==> config.mk <==
export PLATFORM = sky130hd
export DESIGN_NAME = uart_tx_arbiter
export DESIGN_NICKNAME = d
export VERILOG_FILES = /design/src/rtl/uart_tx_arbiter.sv
export SDC_FILE = /design/constraint.sdc
export NUM_CORES = 1
export LEC_CHECK = 0
export ABC_CLOCK_PERIOD_IN_PS = 3200
export CAP_MARGIN = 20
export CORE_ASPECT_RATIO = 0.75
export CORE_MARGIN = 1
export CORE_UTILIZATION = 40
export CTS_CLUSTER_SIZE = 28
export DETAILED_ROUTE_END_ITERATION = 16
export GPL_TIMING_DRIVEN = 0
export REMOVE_ABC_BUFFERS = 1
export SYNTH_ARGS = -nofsm -noshare
export SYNTH_HDL_FRONTEND = slang
export SYNTH_SLANG_ARGS = --single-unit
==> constraint.sdc <==
create_clock -name sysclk -period 3.2 [get_ports sysclk]
set_clock_uncertainty 0.2 [all_clocks]
set_input_delay 0.96 -clock sysclk [delete_from_list [all_inputs] [get_ports sysclk]]
set_output_delay 0.96 -clock sysclk [all_outputs]
set_load 0.03 [all_outputs]
==> src/rtl/uart_tx_arbiter.sv <==
// uart_tx_arbiter: round-robin sharing of one UART sender between two byte FIFOs
module uart_tx_arbiter #(
  parameter int DEPTH   = 4,
  parameter int TIMEOUT = 255
) (
  input  logic                     sysclk,
  input  logic                     reset,
  input  logic                     i_req0_valid,
  input  logic [7:0]               i_req0_data,
  output logic                     o_req0_ready,
  input  logic                     i_req1_valid,
  input  logic [7:0]               i_req1_data,
  output logic                     o_req1_ready,
  input  logic                     i_tx_status,
  output logic                     o_tx_en,
  output logic [7:0]               o_tx_data,
  output logic                     o_grant_id,
  output logic                     o_busy,
  output logic [$clog2(DEPTH):0]   o_fifo0_level,
  output logic [$clog2(DEPTH):0]   o_fifo1_level,
  output logic                     o_timeout_err,
  input  logic                     i_err_clr
);
  localparam int AW = $clog2(DEPTH);
  localparam int LW = AW + 1;
  localparam int CW = $clog2(TIMEOUT + 1);
  localparam logic [LW-1:0] FULL  = LW'(DEPTH);
  localparam logic [CW-1:0] CLAST = CW'(TIMEOUT - 1);
  typedef enum logic [1:0] {IDLE, WAIT_START, WAIT_DONE} state_t;
  state_t        r_state, w_state_nxt;
  logic [7:0]    r_mem [2][DEPTH];
  logic [AW-1:0] r_wp [2];
  logic [AW-1:0] r_rp [2];
  logic [LW-1:0] r_lvl [2];
  logic [CW-1:0] r_cnt, w_cnt_nxt;
  logic          r_last;
  logic [1:0]    w_valid, w_ready, w_ne, w_push, w_pop;
  logic [7:0]    w_data [2];
  logic          w_winner, w_launch, w_timeout;
  assign w_valid = {i_req1_valid, i_req0_valid};
  assign w_data[0] = i_req0_data;
  assign w_data[1] = i_req1_data;
  assign w_ready = {r_lvl[1] < FULL, r_lvl[0] < FULL};
  assign w_ne = {r_lvl[1] != '0, r_lvl[0] != '0};
  assign w_push = w_valid & w_ready;
  // on a tie the requester that did not go last wins; otherwise the only non-empty one
  assign w_winner = &w_ne ? ~r_last : w_ne[1];
  assign w_pop = {w_launch & w_winner, w_launch & ~w_winner};
  assign o_req0_ready = w_ready[0];
  assign o_req1_ready = w_ready[1];
  assign o_fifo0_level = r_lvl[0];
  assign o_fifo1_level = r_lvl[1];
  assign o_busy = (r_state != IDLE) || (|w_ne);
  // next-state: launch from IDLE, watch the sender start (with timeout) and finish
  always_comb begin
    w_state_nxt = r_state;
    w_cnt_nxt = r_cnt;
    w_launch = 1'b0;
    w_timeout = 1'b0;
    case (r_state)
      IDLE: if ((|w_ne) && i_tx_status) begin
        w_launch = 1'b1;
        w_cnt_nxt = '0;
        w_state_nxt = WAIT_START;
      end
      WAIT_START: if (!i_tx_status) w_state_nxt = WAIT_DONE;
        else if (r_cnt == CLAST) begin
          w_timeout = 1'b1;
          w_state_nxt = IDLE;
        end
        else w_cnt_nxt = r_cnt + 1'b1;
      WAIT_DONE: if (i_tx_status) w_state_nxt = IDLE;
      default: w_state_nxt = IDLE;
    endcase
  end
  // FSM state, registered sender outputs and the sticky timeout flag
  always_ff @(posedge sysclk or negedge reset)
    if (!reset) begin
      r_state <= IDLE;
      r_cnt <= '0;
      o_tx_en <= 1'b0;
      o_tx_data <= '0;
      o_grant_id <= 1'b0;
      r_last <= 1'b1;
      o_timeout_err <= 1'b0;
    end else begin
      r_state <= w_state_nxt;
      r_cnt <= w_cnt_nxt;
      o_tx_en <= w_launch;
      if (w_launch) begin
        o_tx_data <= r_mem[w_winner][r_rp[w_winner]];
        o_grant_id <= w_winner;
        r_last <= w_winner;
      end
      o_timeout_err <= w_timeout | (o_timeout_err & ~i_err_clr);
    end
  // FIFO storage needs no reset; occupancy is tracked by the pointers below
  always_ff @(posedge sysclk)
    for (int g = 0; g < 2; g++) if (w_push[g]) r_mem[g][r_wp[g]] <= w_data[g];
  // FIFO pointers and levels; simultaneous push and pop keep the level
  always_ff @(posedge sysclk or negedge reset)
    if (!reset) begin
      r_wp <= '{default: '0};
      r_rp <= '{default: '0};
      r_lvl <= '{default: '0};
    end else begin
      for (int g = 0; g < 2; g++) begin
        if (w_push[g]) r_wp[g] <= r_wp[g] + 1'b1;
        if (w_pop[g]) r_rp[g] <= r_rp[g] + 1'b1;
        r_lvl[g] <= r_lvl[g] + LW'(w_push[g]) - LW'(w_pop[g]);
      end
    end
endmodule

======== After elaboration in Yosys (flattened, before gate mapping) ========
Memories as Yosys holds them, arrays and structs flattened.
Cells that the tools add are included.
word-level totals
  memories kept ........................... 1
  RAM bits ................................ 64
  register bits after elaboration ......... 36
  output and inout port bits .............. 20
cells by class
  equal/unequal tests ..................... 8
  order comparisons ....................... 8
  bitwise gates (word level) .............. 12
  $add $sub $neg .......................... 9
  reductions and logical operators ........ 13
  mux-type cells .......................... 29
memories
  name   depth  bits a word  rd ports  clocked after memory_dff  write ports  RTL line  text
  r_mem  2      32           1         0                         2            31        logic [7:0] r_mem [2][DEPTH];
operator list
  cell                   count
  $mux W32               2
  $mux W8                7
  $demux W8 S2           2
  $bmux W8 S2            1
  $pmux W8 S2            1
  $mux W2                7
  $ge A3 B3 Y1 const B   3
  $not A2 Y3             3
  $add A2 B1 Y2 const B  4
  $add A8 B1 Y8 const B  1
  $eq A8 B8 Y1 const B   1
  $mux W1                8
  $ne A2 B2 Y1 const B   4
  $add A3 B1 Y3          2
  $lt A3 B1 Y1 const B   2
  $lt A3 B3 Y1 const B   2
  $pmux W2 S3            1
  $reduce_bool A3 Y1     2
  $sub A3 B1 Y3          2
  $reduce_and A4 Y1      1
  $reduce_bool A2 Y1     2
  $and A1 B1 Y1          3
  $logic_and A1 B1 Y1    3
  $ne A3 B3 Y1 const B   1
  other kinds (12)       14

======== Longest topological paths before layout ========
  depth after elaboration ................. 11
  depth in mapped cells ................... 11
  gate-level depth less buffers ........... 11

======== Worst setup path before layout ========
No wires, ideal clock.
  kind .................................... flip-flop to flip-flop
  from .................................... register r_lvl, in the netlist o_fifo0_level[2]
  to ...................................... register r_lvl, in the netlist o_fifo1_level[2]
  library setup time ...................... 0.135 ns
  buffers on the path ..................... 0
  data required time ...................... 2.865 ns
  cell stages (with the launch flop) ...... 12
  arrival time ............................ 2.665 ns
  setup slack ............................. 0.200 ns
  cell sequence ........................... dfrtp_1 -> or3_4 -> a21o_1 -> or3_1 -> inv_2 -> ha_1 -> inv_1 -> ha_1 -> inv_1 -> fa_1 -> xnor2_1 -> xnor2_1
between the ends
  longest elaborated chain between the ends .. 7
RTL lines
  item                              RTL line  text
  start: declaration                34        logic [LW-1:0] r_lvl [2];
  start signal: indexed assignment  110       r_lvl[g] <= r_lvl[g] + LW'(w_push[g]) - LW'(w_pop[g]);
  $reduce_bool A3 Y1 *              44        assign w_ne = {r_lvl[1] != '0, r_lvl[0] != '0};
  $reduce_or A2 Y1                  61        IDLE: if ((|w_ne) && i_tx_status) begin
  $logic_and A1 B1 Y1               61
  $mux W1                           61
  $mux W1                           60        case (r_state)
  $and A1 B1 Y1 *                   48        assign w_pop = {w_launch & w_winner, w_launch & ~w_winner};
  net w_pop[1]                      37        logic [1:0] w_valid, w_ready, w_ne, w_push, w_pop;
  $sub A3 B1 Y3 *                   110
Mark *: on every way through the listed nets, which the timed path passes. The rest lies on a longest branch.
A chain may end at the register's enable or synchronous reset.

======== Final worst setup path ========
Same ends and word-level chain as after synthesis.

==> impl_metrics.yaml <==
clock_network:
  cts_tree: "built"
  clock-sinks: 100
  clock_path_buffers: 2
  clkTransAtPathRegs_ps: 60
  clock_latency_ps: 340
  root_buffer: "clkbuf_16"
  ctsHoldBuffers: 0
  numCtsBuffers: 9
  cts_max_level: 3
floorplanning:
  die_y_um: 91.0
  die_x_um: 121
  io_pins: 42
  start_util: 0.410
  dieArea_um2: 11000
  rows: 32
  core-area_um2: 10300
sta:
  finalHoldViolations: 0
  period_share: 0.946
  drv_slew: 0
  relSlewSlack: 0.453
  timing.final.ws_setup_ps: 173
  min_period_ps: 3030
  setup_viol: 0
  rsz0062_at_grt: "false"
  fin_tns_setup_ps: 0
  worstMarginPinSlew_ps: 820
  fmax_mhz: 330
layout:
  drive_gt1_frac: 0.154
  final_util: 0.500
  syn_to_final_growth_pct: 21.8
  layout.nets: 351
  num_antenna_cells: 0
  finish.instance_area_um2: 5140
  fill_cells: 890
  regArea_um2: 2820
  multiInputGateArea_um2: 1330
route:
  wl_per_cell_um: 17.0
  num_vias: 2215
  routed_wl_mm: 7.71
  first_pass_iters: 4
  drtIter0Drc: 94
  ant_nets: 0
  via_per_inst: 4.88
  drc: 0
status:
  status: "complete, no violations"
synth:
  yosysSeqAreaShare: 0.669
  synth_edf_count: 64
  yosys-top-cells-area: "edfxtp_1 46%, dfrtp_1 21%, mux4_2 8.5%"
  synth_cells: 268
  netlist_area_um2: 4220
  ys_async_sr_fraction: 0.360
  synth_seq_cells: 100
  synth_top_cell_by_area: "edfxtp_1"
  synth.top_cell.area_share: 0.455
  synth.distinct_cells: 37
  ys.flop_type: "edfxtp_1"
  syn_area_per_cell_um2: 15.7
  ys_warn_count: 0
grt:
  antenna_found_initial: 0
  grt_pass1_vias: 2149
  grt_overflow: 0
  grt_max_degree: 37
  grt_pass1_wl_mm: 12.0
  grt_usage: 0.154
setup_path:
  crit_type: "reg2reg"
  cp-end-kind: "flop"
  crit_path_start: "o_fifo0_level[2]"
  reg2reg_from: "o_fifo0_level[2]"
  r2r_slack_ps: 170
  crit_arrival_ps: 3040
  crit_fanout: 5
  crit_required_ps: 3210
  start_kind: "flop"
worst_hold_path:
  worstHoldStart: "r_last"
  hold_class: "reg2reg"
power_and_ir_drop:
  p_per_area_nw_per_um2: 899
  vdd_drop_max_mv: 0.404
  finalPower_uw: 4620
  leakagePower_uw: 0.00194
placed_design:
  io_buffers: 41
  gp_congestion: 0.720
  hpwl_mm: 5.03
  dp_slack_ps: -1030
  postPlaceCellArea_um2: 4750
job:
  max_cap_viol_count: 0
==> cell usage after synthesis, drive strengths merged (7+ instances only) <==
cell type and number:
edfxtp 64, dfrtp 35, nand2 24, inv 19, mux4 16, ha 14
mux2i 14, o21ai 12, xnor2 10, and2 9, nand2b 8, buf 7
==> worst max-delay path, cell delays in order (launching register included) <==
cell and delay, ps:
dfrtp_1 430, or3_4 440, a21o_4 220, or3_1 390
inv_2 90, ha_1 220, inv_1 50, ha_1 130
inv_1 50, fa_1 400, xnor2_2 150, xnor2_1 140
==> flip-flops by register name, summed over array words and instances, names as in the netlist, 2 cells and up <==
| name | flops |
|---|---|
| o_tx_data | 8 |
| r_cnt | 8 |
| r_mem | 64 |
| r_state | 2 |
| r_rp | 4 |
| r_wp | 4 |
| o_fifo0_level | 3 |
| o_fifo1_level | 3 |
==> cell type report <==
cell class	count	area share
timing repair buffer	44	0.0835
clock buffer	12	0.0460
clock inverter	4	0.0146
tap	136	0.0331
sequential	100	0.549
inverter	19	0.0139
multi-input combinational	139	0.259
==> repair_timing <==
action                                  CTS  global route
pin swaps                                 2             1
resized for setup                         7             6
buffers inserted                          2             1
endpoints found under the setup margin    5             2
cloned                                    1             0
==> kinds of logic after synthesis <==
kind of cell,count (synthesis),synth area share
simple gates,65,0.0860
xor+xnor,11,0.0246
compound gates,16,0.0222
mux,30,0.119
flops,100,0.669
buf+inv,30,0.0285
fa+ha+maj,16,0.0510
==> layout by cell type (no fill, tap or decap), drive strengths merged, types with 8 or more instances in the layout <==
cell,instances
mux2i,14
ha,14
nand2,24
and2,9
mux4,16
o21ai,12
nand2b,8
clkdlybuf4s50,38
edfxtp,64
xnor2,10
inv,19
dfrtp,35
clkbuf,12
==> report_power, final <==
group | total (uW) | switching, uW | leakage [uW] | internal, uW
sequential | 1990 | 305 | 0.00103 | 1680
combinational | 1510 | 757 | 0.000770 | 750
clock | 1130 | 442 | 0.000143 | 686
==> final timing paths <==
kind | endpoint | cells past startpoint
hold / removal | r_last | 2
setup reg to reg | o_fifo1_level[2] | 11
min in group asynchronous | o_timeout_err | 1
hold reg to reg | r_last | 2
max in group asynchronous | o_tx_data[2] | 1
setup / recovery | o_fifo1_level[2] | 11
==> routing by layer <==
metal  GRT usage  vias to the layer above  share of wire
met5           0                        -              0
met4      0.0556                        0          0.013
met3      0.0496                        6          0.038
met2       0.219                       41           0.45
met1       0.223                     1104           0.50
li1            -                     1064              -
==> per-stage QoR <==
| step | hold slack, ps | std cells |
|---|---|---|
| after global routing | 285 | 454 |
| after global placement | 251 | 434 |
| final | 271 | 454 |
| after detailed placement | 253 | 434 |
| after CTS | 265 | 453 |
| after floorplan | 239 | 257 |
Note: power is estimated with default switching activity, not from simulation.
